==> config.mk <==
export PLATFORM = sky130hd
export DESIGN_NAME = imem_loader_flat
export DESIGN_NICKNAME = d
export VERILOG_FILES = /design/src/rtl/imem_loader_pkg.sv /design/src/rtl/imem_loader_if.sv /design/src/rtl/imem_loader_word_assembler.sv /design/src/rtl/imem_loader.sv /design/src/flat_wrapper.sv
export SDC_FILE = /design/constraint.sdc
export NUM_CORES = 1
export LEC_CHECK = 0
export ABC_CLOCK_PERIOD_IN_PS = 7200
export CORE_ASPECT_RATIO = 0.75
export CORE_UTILIZATION = 35
export CTS_CLUSTER_SIZE = 40
export DETAILED_ROUTE_END_ITERATION = 12
export PLACE_DENSITY_LB_ADDON = 0.12
export RECOVER_POWER = 25
export SLEW_MARGIN = 20
export SYNTH_ARGS = -nofsm -noshare
export SYNTH_HDL_FRONTEND = slang
export SYNTH_HIERARCHICAL = 1
export SYNTH_SLANG_ARGS = --single-unit
==> constraint.sdc <==
create_clock -name clk -period 7.2 [get_ports clk]
set_input_delay 1.08 -clock clk [delete_from_list [all_inputs] [get_ports clk]]
set_output_delay 1.08 -clock clk [all_outputs]
set_load 0.03 [all_outputs]
==> src/rtl/imem_loader_pkg.sv <==
// Shared definitions for the instruction-memory boot loader: the loader's
// state encoding, default widths, and a helper that says which states take
// stream bytes.
package imem_loader_pkg;

   localparam int WIDTH_DEF    = 32;
   localparam int WORDS_DEF    = 64;
   localparam int LEN_BITS_DEF = 16;

   // LEN_HI/LEN_LO collect the big-endian word-count header, DATA collects
   // instruction bytes, and DONE/ERR are terminal until the next reset.
   typedef enum logic [2:0] {
      LEN_HI,
      LEN_LO,
      DATA,
      DONE,
      ERR
   } state_t;

   // The loader only offers byte_ready while it still expects stream bytes.
   function automatic logic acceptsBytes(input state_t s);
      return (s == LEN_HI) || (s == LEN_LO) || (s == DATA);
   endfunction

endpackage

==> src/rtl/imem_loader_if.sv <==
// Byte-stream input and imem write-port/status bundle of the boot loader.
// The master side is whoever feeds the image; the slave side is the loader.
interface imem_loader_if #(
   parameter int WIDTH = 32
);

   logic [7:0]       byte_in;
   logic             byte_valid;
   logic             byte_ready;
   logic             imem_we;
   logic [WIDTH-1:0] imem_addr;
   logic [WIDTH-1:0] imem_wd;
   logic             cpu_reset;
   logic             done;
   logic             error;

   modport master (
      output byte_in,
      output byte_valid,
      input  byte_ready,
      input  imem_we,
      input  imem_addr,
      input  imem_wd,
      input  cpu_reset,
      input  done,
      input  error
   );

   modport slave (
      input  byte_in,
      input  byte_valid,
      output byte_ready,
      output imem_we,
      output imem_addr,
      output imem_wd,
      output cpu_reset,
      output done,
      output error
   );

endinterface

==> src/rtl/imem_loader_word_assembler.sv <==
// Word assembler: packs accepted instruction bytes, most significant byte
// first, into 32-bit words. word_valid_o fires combinationally on the accept
// of the fourth byte, so the loader can register the finished word on that
// same edge.
module imem_loader_word_assembler (
   input  logic        clk,
   input  logic        reset,
   input  logic [7:0]  byte_i,
   input  logic        accept_i,
   output logic        word_valid_o,
   output logic [31:0] word_o
);

   logic [1:0]  cnt_q;
   logic [1:0]  cnt_d;
   logic [23:0] sr_q;
   logic [23:0] sr_d;

   // Only the first three bytes of a word need storing; the fourth is taken
   // straight from the input when the word completes. The counter wraps
   // 3 -> 0 on its own, which starts the next word.
   always_comb begin
      cnt_d = cnt_q;
      sr_d  = sr_q;
      if (accept_i) begin
         cnt_d = cnt_q + 2'd1;
         sr_d  = {sr_q[15:0], byte_i};
      end
   end

   assign word_valid_o = accept_i && (cnt_q == 2'd3);
   assign word_o       = {sr_q, byte_i};

   // Reset drops any partially collected word so a restarted load begins
   // cleanly on a word boundary.
   always_ff @(posedge clk) begin
      if (reset) begin
         cnt_q <= 2'd0;
         sr_q  <= 24'd0;
      end else begin
         cnt_q <= cnt_d;
         sr_q  <= sr_d;
      end
   end

endmodule

==> src/rtl/imem_loader.sv <==
// Boot-time instruction memory loader. Reads a 16-bit big-endian word count
// followed by big-endian instructions from a byte stream, writes each word to
// the imem write port at consecutive word-aligned byte addresses, and holds
// the core in reset until the whole image has been written.
module imem_loader
   import imem_loader_pkg::*;
#(
   parameter int WIDTH    = WIDTH_DEF,
   parameter int WORDS    = WORDS_DEF,
   parameter int LEN_BITS = LEN_BITS_DEF
) (
   input logic          clk,
   input logic          reset,
   imem_loader_if.slave bus
);

   localparam logic [LEN_BITS-1:0] ONE     = LEN_BITS'(1);
   localparam logic [LEN_BITS-1:0] ZERO    = LEN_BITS'(0);
   localparam logic [LEN_BITS-1:0] WORDS_L = LEN_BITS'(WORDS);

   state_t              state_q;
   state_t              state_d;
   logic [LEN_BITS-1:0] len_q;
   logic [LEN_BITS-1:0] idx_q;
   logic                byte_ready_q;
   logic                imem_we_q;
   logic [WIDTH-1:0]    imem_addr_q;
   logic [WIDTH-1:0]    imem_wd_q;
   logic                cpu_reset_q;
   logic                done_q;
   logic                error_q;

   logic                accept;
   logic                dataAccept;
   logic                wordValid;
   logic [31:0]         word;
   logic [LEN_BITS-1:0] lenFull;
   logic                lastWord;

   // A byte moves only when the source offers it and we are ready for it;
   // byte_ready is registered, so it is already low during and right after
   // reset and in the terminal states.
   assign accept     = bus.byte_valid && byte_ready_q;
   assign dataAccept = accept && (state_q == DATA);
   assign lenFull    = LEN_BITS'({len_q[LEN_BITS-1 -: 8], bus.byte_in});
   assign lastWord   = (idx_q + ONE) == len_q;

   imem_loader_word_assembler u_assembler (
      .clk          (clk),
      .reset        (reset),
      .byte_i       (bus.byte_in),
      .accept_i     (dataAccept),
      .word_valid_o (wordValid),
      .word_o       (word)
   );

   // Next-state decode: the header decides between an empty image, an image
   // too large for imem, or a normal data phase; the data phase ends on the
   // edge that completes the last announced word.
   always_comb begin
      state_d = state_q;
      case (state_q)
         LEN_HI: begin
            if (accept) begin
               state_d = LEN_LO;
            end
         end
         LEN_LO: begin
            if (accept) begin
               if (lenFull == ZERO) begin
                  state_d = DONE;
               end else if (lenFull > WORDS_L) begin
                  state_d = ERR;
               end else begin
                  state_d = DATA;
               end
            end
         end
         DATA: begin
            if (wordValid && lastWord) begin
               state_d = DONE;
            end
         end
         DONE:    state_d = DONE;
         ERR:     state_d = ERR;
         default: state_d = LEN_HI;
      endcase
   end

   // All loader state and every output is registered here. Status flags are
   // derived from the next state so done/cpu_reset change together with the
   // final write pulse, and byte_ready drops on the same edge that enters a
   // terminal state so no extra byte slips in.
   always_ff @(posedge clk) begin
      if (reset) begin
         state_q      <= LEN_HI;
         len_q        <= ZERO;
         idx_q        <= ZERO;
         byte_ready_q <= 1'b0;
         imem_we_q    <= 1'b0;
         imem_addr_q  <= '0;
         imem_wd_q    <= '0;
         cpu_reset_q  <= 1'b1;
         done_q       <= 1'b0;
         error_q      <= 1'b0;
      end else begin
         state_q      <= state_d;
         byte_ready_q <= acceptsBytes(state_d);
         done_q       <= (state_d == DONE);
         error_q      <= (state_d == ERR);
         cpu_reset_q  <= (state_d != DONE);
         imem_we_q    <= 1'b0;
         if ((state_q == LEN_HI) && accept) begin
            len_q[LEN_BITS-1 -: 8] <= bus.byte_in;
         end
         if ((state_q == LEN_LO) && accept) begin
            len_q <= lenFull;
            idx_q <= ZERO;
         end
         if (wordValid) begin
            imem_we_q   <= 1'b1;
            imem_addr_q <= {{(WIDTH-LEN_BITS-2){1'b0}}, idx_q, 2'b00};
            imem_wd_q   <= WIDTH'(word);
            idx_q       <= idx_q + ONE;
         end
      end
   end

   assign bus.byte_ready = byte_ready_q;
   assign bus.imem_we    = imem_we_q;
   assign bus.imem_addr  = imem_addr_q;
   assign bus.imem_wd    = imem_wd_q;
   assign bus.cpu_reset  = cpu_reset_q;
   assign bus.done       = done_q;
   assign bus.error      = error_q;

endmodule

==> src/flat_wrapper.sv <==
// flat-port wrapper written by rule: the top's interface ports become plain ports
module imem_loader_flat import imem_loader_pkg::*;
#(
   parameter int WIDTH    = WIDTH_DEF,
   parameter int WORDS    = WORDS_DEF,
   parameter int LEN_BITS = LEN_BITS_DEF
)
  (clk, reset, bus_byte_in, bus_byte_valid, bus_byte_ready, bus_imem_we, bus_imem_addr, bus_imem_wd, bus_cpu_reset, bus_done, bus_error);
  imem_loader_if #(.WIDTH(WIDTH)) bus_i ();
  input logic clk;
  input logic reset;
  input wire logic [$bits(bus_i.byte_in)-1:0] bus_byte_in;
  input wire logic [$bits(bus_i.byte_valid)-1:0] bus_byte_valid;
  output wire logic [$bits(bus_i.byte_ready)-1:0] bus_byte_ready;
  output wire logic [$bits(bus_i.imem_we)-1:0] bus_imem_we;
  output wire logic [$bits(bus_i.imem_addr)-1:0] bus_imem_addr;
  output wire logic [$bits(bus_i.imem_wd)-1:0] bus_imem_wd;
  output wire logic [$bits(bus_i.cpu_reset)-1:0] bus_cpu_reset;
  output wire logic [$bits(bus_i.done)-1:0] bus_done;
  output wire logic [$bits(bus_i.error)-1:0] bus_error;
  assign bus_i.byte_in = bus_byte_in;
  assign bus_i.byte_valid = bus_byte_valid;
  assign bus_byte_ready = bus_i.byte_ready;
  assign bus_imem_we = bus_i.imem_we;
  assign bus_imem_addr = bus_i.imem_addr;
  assign bus_imem_wd = bus_i.imem_wd;
  assign bus_cpu_reset = bus_i.cpu_reset;
  assign bus_done = bus_i.done;
  assign bus_error = bus_i.error;
  imem_loader #(.WIDTH(WIDTH), .WORDS(WORDS), .LEN_BITS(LEN_BITS)) u_core (.clk(clk), .reset(reset), .bus(bus_i));
endmodule
==> flow_summary.yaml, run 1 <==
outcome:
  status: "complete, but fails checks"
  failed_checks: "max-capacitance violations, max-slew violations"
drt:
  totalWireLength_mm: 11.4
  via_per_inst: 4.90
  drt_iter0_drc: 222
  drc: 0
  wl_per_cell_um: 14.9
  dr_wl_met3_um: 565
  firstDrtPassIters: 4
  routed-via-count: 3733
  wl_met2_mm: 4.71
  routed.top_layer: "met4"
  wl_met1_mm: 6.03
  detail-route-antenna-nets: 0
yosys:
  synth_top_area_share_pct: 45.2
  synth_seq_area_share_pct: 45.2
  synth.most_common_cell: "dfxtp_1"
  ys.warnings.count: 6
  synth_area_leaders: "dfxtp_1 45%, mux2i_1 14%, nor2_1 8.1%, buf_4 4.2%, xnor2_1 2.8%"
  async_reset_ff_share_pct: 0
  ys.flop_type: "dfxtp_1"
  synth.distinct_cells: 53
  yosysTopAreaCell: "dfxtp_1"
  synth_commonest_cells: "114 x dfxtp_1, 109 x nor2_1, 73 x mux2i_1"
  synth_edf_count: 0
  avgSynthCellArea_um2: 9.39
  syn_area_um2: 5040
  ys_seq_elements: 114
  synthCells: 537
global_route:
  antenna_found_initial: 0
  grt_pass1_wl_mm: 18.6
  grt_pass1_vias: 3576
  grt_usage_pct: 16.1
  grt_max_degree: 114
  gr-total-overflow: 0
timing:
  fin_crit_ps: 4820
  final_max_slew_viol_count: 28
  final_hold_viol_count: 0
  tightest_slew_ps: 1870
  finalSetupViolCount: 0
  layout_worst_path_cycle_share_pct: 66.9
  tns_ps: 0
  rsz0062_at_grt: "false"
  setup_slack_ps: 2380
  relSlewSlack_pct: -24.4
  skew_ps: 7.72
  fmax_mhz: 208
floorplanning:
  die-height_um: 106
  rows: 37
  ios: 80
  core_region_area_um2: 13900
  dieWidth_um: 141
  initial_core_util_pct: 36.3
  dieArea_um2: 14900
cts:
  clock-sinks: 114
  worstSkewPairLatency_ps: 400
  postCtsHoldBufs: 0
  cts_resized: 0
  cts_setup_buffers: 0
  h-tree-depth: 4
  cts.path.max_buffers: 2
  cts-root-buf: "clkbuf_16"
  cts.clk_slew.worst_paths_ps: 50
  cts_buffers: 17
  tritoncts: "done"
worst_setup_path:
  r2r-start: "u_core/state_q[2]"
  worstPathArrival_ps: 5100
  cp_max_fo: 27
  rrSetupSlack_ps: 2660
  reg2reg_to: "u_core/bus.cpu_reset"
  path_class: "in2reg"
  critPathCaptureType: "flip-flop"
  cp.required_ps: 7480
  ff2ff_path_depth: 9
  crit_path_start_kind: "input port"
run:
  cap_violations: 1
worst_hold_path:
  min_path_cells: 2
  worst_hold_path.endpoint: "u_core/len_q[1]"
  worstHoldPathType: "reg2reg"
  hp-start: "u_core/len_q[1]"
finish:
  drive_gt1_share_pct: 6.98
  area_growth_pct: 24.3
  nNetsFinal: 587
  nFillCells: 1320
  antenna_cells: 0
placed_design:
  gp_congestion: 0.811
  portBuffers: 63
  post-place-ws_ps: 2990
  place_hpwl_mm: 7.50
pwr:
  p_leak_uw: 0.00215
  ir_worst_vdd_mv: 0.167
  p_per_area_nw_per_um2: 269
==> cell families after synthesis <==
| kind of cell | share of synthesized area, % |
|---|---|
| AOI/OAI and AO/OA | 6.47 |
| xor gates and xnor gates | 6.47 |
| adders and majority gates | 0.496 |
| buffers and inverters | 8.09 |
| DFF | 45.2 |
| muxes | 15.2 |
| other | 0.0744 |
| and+or+nand+nor | 18.0 |
==> registers in the layout, summed over array words and instances, names as in the netlist <==
signal,count
u_core/bus.imem_addr,16
u_core/bus.cpu_reset,1
u_core/state_q,3
u_core/bus.imem_wd,32
u_core/idx_q,16
u_core/bus.imem_we,1
u_core/bus.done,1
u_core/len_q,16
u_core/u_assembler/cnt_q,2
u_core/bus.byte_ready,1
u_core/bus.error,1
u_core/u_assembler/sr_q,24
==> worst max-delay path by stage <==
stage | start | end | depth (start not counted)
2_1_floorplan | bus_byte_valid | u_core/bus.cpu_reset | 9
3_3_place_gp | bus_byte_valid | u_core/bus.byte_ready | 7
3_5_place_dp | bus_byte_valid | u_core/bus.byte_ready | 7
4_1_cts | bus_byte_valid | u_core/bus.byte_ready | 7
5_1_grt | bus_byte_valid | u_core/bus.cpu_reset | 9
6_report | bus_byte_valid | u_core/bus.cpu_reset | 9
==> layer usage <==
layer,vias up,GRT usage (%)
met5,-,0
met4,0,5.12
met3,6,4.64
met2,85,22.4
met1,1775,23.5
li1,1867,-
==> cells in the final DEF (no fill, tap or decap), types with 7 or more instances in the layout <==
master,Yosys,layout
dfxtp_1,114,114
xnor2_1,16,16
nand3_1,17,17
mux2i_1,73,73
clkdlybuf4s50_1,0,54
clkbuf_16,0,17
conb_1,1,16
dlygate4sd3_1,0,8
a31oi_1,10,10
bufinv_16,0,7
nor4_1,8,8
a21oi_1,22,22
nor2_1,109,109
nand2_1,34,34
==> per-stage QoR <==
| step | hold slack [ps] | area, um2 | std cells | util (%) | power [uW] |
|---|---|---|---|---|---|
| 2_1_floorplan | 448 | 5100 | 552 | - | 708 |
| 3_3_place_gp | 465 | 5580 | 730 | 40.2 | 717 |
| 3_5_place_dp | 464 | 5580 | 730 | 40.2 | 718 |
| 4_1_cts | 471 | 6270 | 762 | 45.1 | 1710 |
| 5_1_grt | 489 | 6270 | 762 | 45.1 | 1750 |
| 6_report | 470 | 6270 | 762 | 45.1 | 1690 |
==> where the power goes <==
part	total (uW)	internal [uW]	switching, uW
Clock	985	701	284
Sequential	641	636	4.96
Combinational	63.1	17.9	45.2
==> worst max-delay path, cell delays in order <==
cell           delay [ps]
dlygate4sd3_1         550
and4_1                190
clkbuf_1             1330
and2_2                670
and3_1                230
o2111ai_1             100
or4b_4                570
nor4b_4               290
a21oi_1                70
==> layout make-up <==
class | instances | area, um2 | area share (%)
Sequential cell | 114 | 2280 | 36.4
Multi-Input combinational cell | 370 | 2410 | 38.5
Clock inverter | 10 | 228 | 3.63
Inverter | 6 | 22.5 | 0.359
Clock buffer | 22 | 464 | 7.40
Timing Repair Buffer | 65 | 643 | 10.3
Tap cell | 175 | 219 | 3.49
Note: power is estimated with default switching activity, not from simulation.
==> inputs of run 2 (changes only) <==
- ABC_CLOCK_PERIOD_IN_PS: 7200 -> 4200
- clock period: 7.2 -> 4.2 ns (I/O delays scaled with it)
==> flow_summary.yaml, run 2 (same netlist as run 1, synthesis figures left out) <==
cts:
  postCtsHoldBufs: 0
  cts_resized: 0
  tritoncts: "done"
  cts_setup_buffers: 0
  cts_buffers: 17
  cts.path.max_buffers: 2
  worstSkewPairLatency_ps: 400
  clock-sinks: 114
  cts.clk_slew.worst_paths_ps: 50
  cts-root-buf: "clkbuf_16"
  h-tree-depth: 4
floorplanning:
  rows: 37
  initial_core_util_pct: 36.3
  die-height_um: 106
  dieArea_um2: 14900
  core_region_area_um2: 13900
  ios: 80
  dieWidth_um: 141
drt:
  detail-route-antenna-nets: 0
  wl_per_cell_um: 15.1
  totalWireLength_mm: 11.5
  firstDrtPassIters: 4
  drc: 0
  drt_iter0_drc: 237
  routed-via-count: 3703
  via_per_inst: 4.84
finish:
  nNetsFinal: 590
  fin_util_pct: 45.0
  final_common_cell: "dfxtp_1"
  postLayoutCellArea_um2: 6260
  largest_reg_flops: 32
  nFillCells: 1313
  layout_common_cells: "114 x dfxtp_1, 109 x nor2_1, 73 x mux2i_1"
  antenna_cells: 0
  drive_gt1_share_pct: 7.46
  area_growth_pct: 24.0
worst_hold_path:
  worstHoldPathType: "reg2reg"
timing:
  final_max_slew_viol_count: 27
  finalSetupViolCount: 0
  finalHoldWorstSlack_ps: 468
  relSlewSlack_pct: -27.7
  tightest_slew_ps: 1920
  layout_worst_path_cycle_share_pct: 76.3
  fin_crit_ps: 3200
  final_hold_viol_count: 0
  fmax_mhz: 312
  skew_ps: 9.75
  tns_ps: 0
  rsz0062_at_grt: "false"
global_route:
  gr-total-overflow: 0
  grt_max_degree: 63
  grt_pass1_wl_mm: 18.5
  antenna_found_initial: 0
  grt_pass1_vias: 3461
  grt_usage_pct: 16.3
outcome:
  status: "complete, but fails checks"
  failed_checks: "max-capacitance violations, max-slew violations"
worst_setup_path:
  critPathCaptureType: "flip-flop"
  path_class: "in2reg"
  crit_path_start_kind: "input port"
  cp_max_fo: 24
  worstPathArrival_ps: 3480
  cp.required_ps: 4470
pwr:
  ir_worst_vdd_mv: 0.316
  p_per_area_nw_per_um2: 450
  p_leak_uw: 0.00222
placed_design:
  place_hpwl_mm: 7.60
  gp_congestion: 0.819
  placed_area_um2: 5600
  portBuffers: 63
run:
  cap_violations: 1
## run 2: cell types whose count changed in the layout (fill, tap and decap cells not counted), sizes merged
cell           before  now
clkinvlp            1    2
dlygate4sd3         8   30
bufinv              7    5
buf                 2    4
clkdlybuf4s50      54   32
clkbuf             23   25
## run 2: worst max-delay path: stages
cell and delay, ps:
dlygate4sd3_1 560, and3b_1 420, nand3b_1 120, clkbuf_1 520, o32a_1 560, nor4_1 330
nor4b_4 270, a21oi_1 70
## run 2: area by class of cell
| class | count | area, um2 | area share, % |
|---|---|---|---|
| Clock inverter | 9 | 175 | 2.80 |
| Inverter | 6 | 22.5 | 0.360 |
| Tap cell | 175 | 219 | 3.50 |
| Sequential cell | 114 | 2280 | 36.5 |
| Multi-Input combinational cell | 370 | 2410 | 38.5 |
| Timing Repair Buffer | 68 | 658 | 10.5 |
| Clock buffer | 23 | 488 | 7.80 |
## run 2: power by group
part           internal [uW]  leakage [uW]  switching (uW)
registers               1090      0.000919            8.00
clock network           1110      0.000319             491
logic                   31.1      0.000986            78.7
## run 2: path summary, 6_finish.rpt
check	start	slack, ps	cells past startpoint	endpoint
hold / removal	u_core/len_q[1]	470	2	u_core/len_q[1]
setup / recovery	bus_byte_valid	1000	8	u_core/bus.cpu_reset
setup reg to reg	u_core/state_q[2]	1150	5	u_core/u_assembler/sr_q[1]
hold reg to reg	u_core/len_q[1]	470	2	u_core/len_q[1]
## run 2: metal layers
metal / GRT usage (%) / wire length [um] / up-vias
li1: - / - / 1878
met1: 24.4 / 6340 / 1743
met2: 22.1 / 4610 / 75
met3: 5.59 / 460 / 7
met4: 3.96 / 103 / 0
met5: 0 / 0 / -
## run 2: stage by stage
step / total power [uW] / worst slack [ps] / cells
floorplan: 1210 / 1590 / 552
global placement: 1230 / 1160 / 733
detailed placement: 1230 / 1090 / 733
CTS: 2850 / 1510 / 765
global route: 2910 / 869 / 765
finish: 2810 / 996 / 765
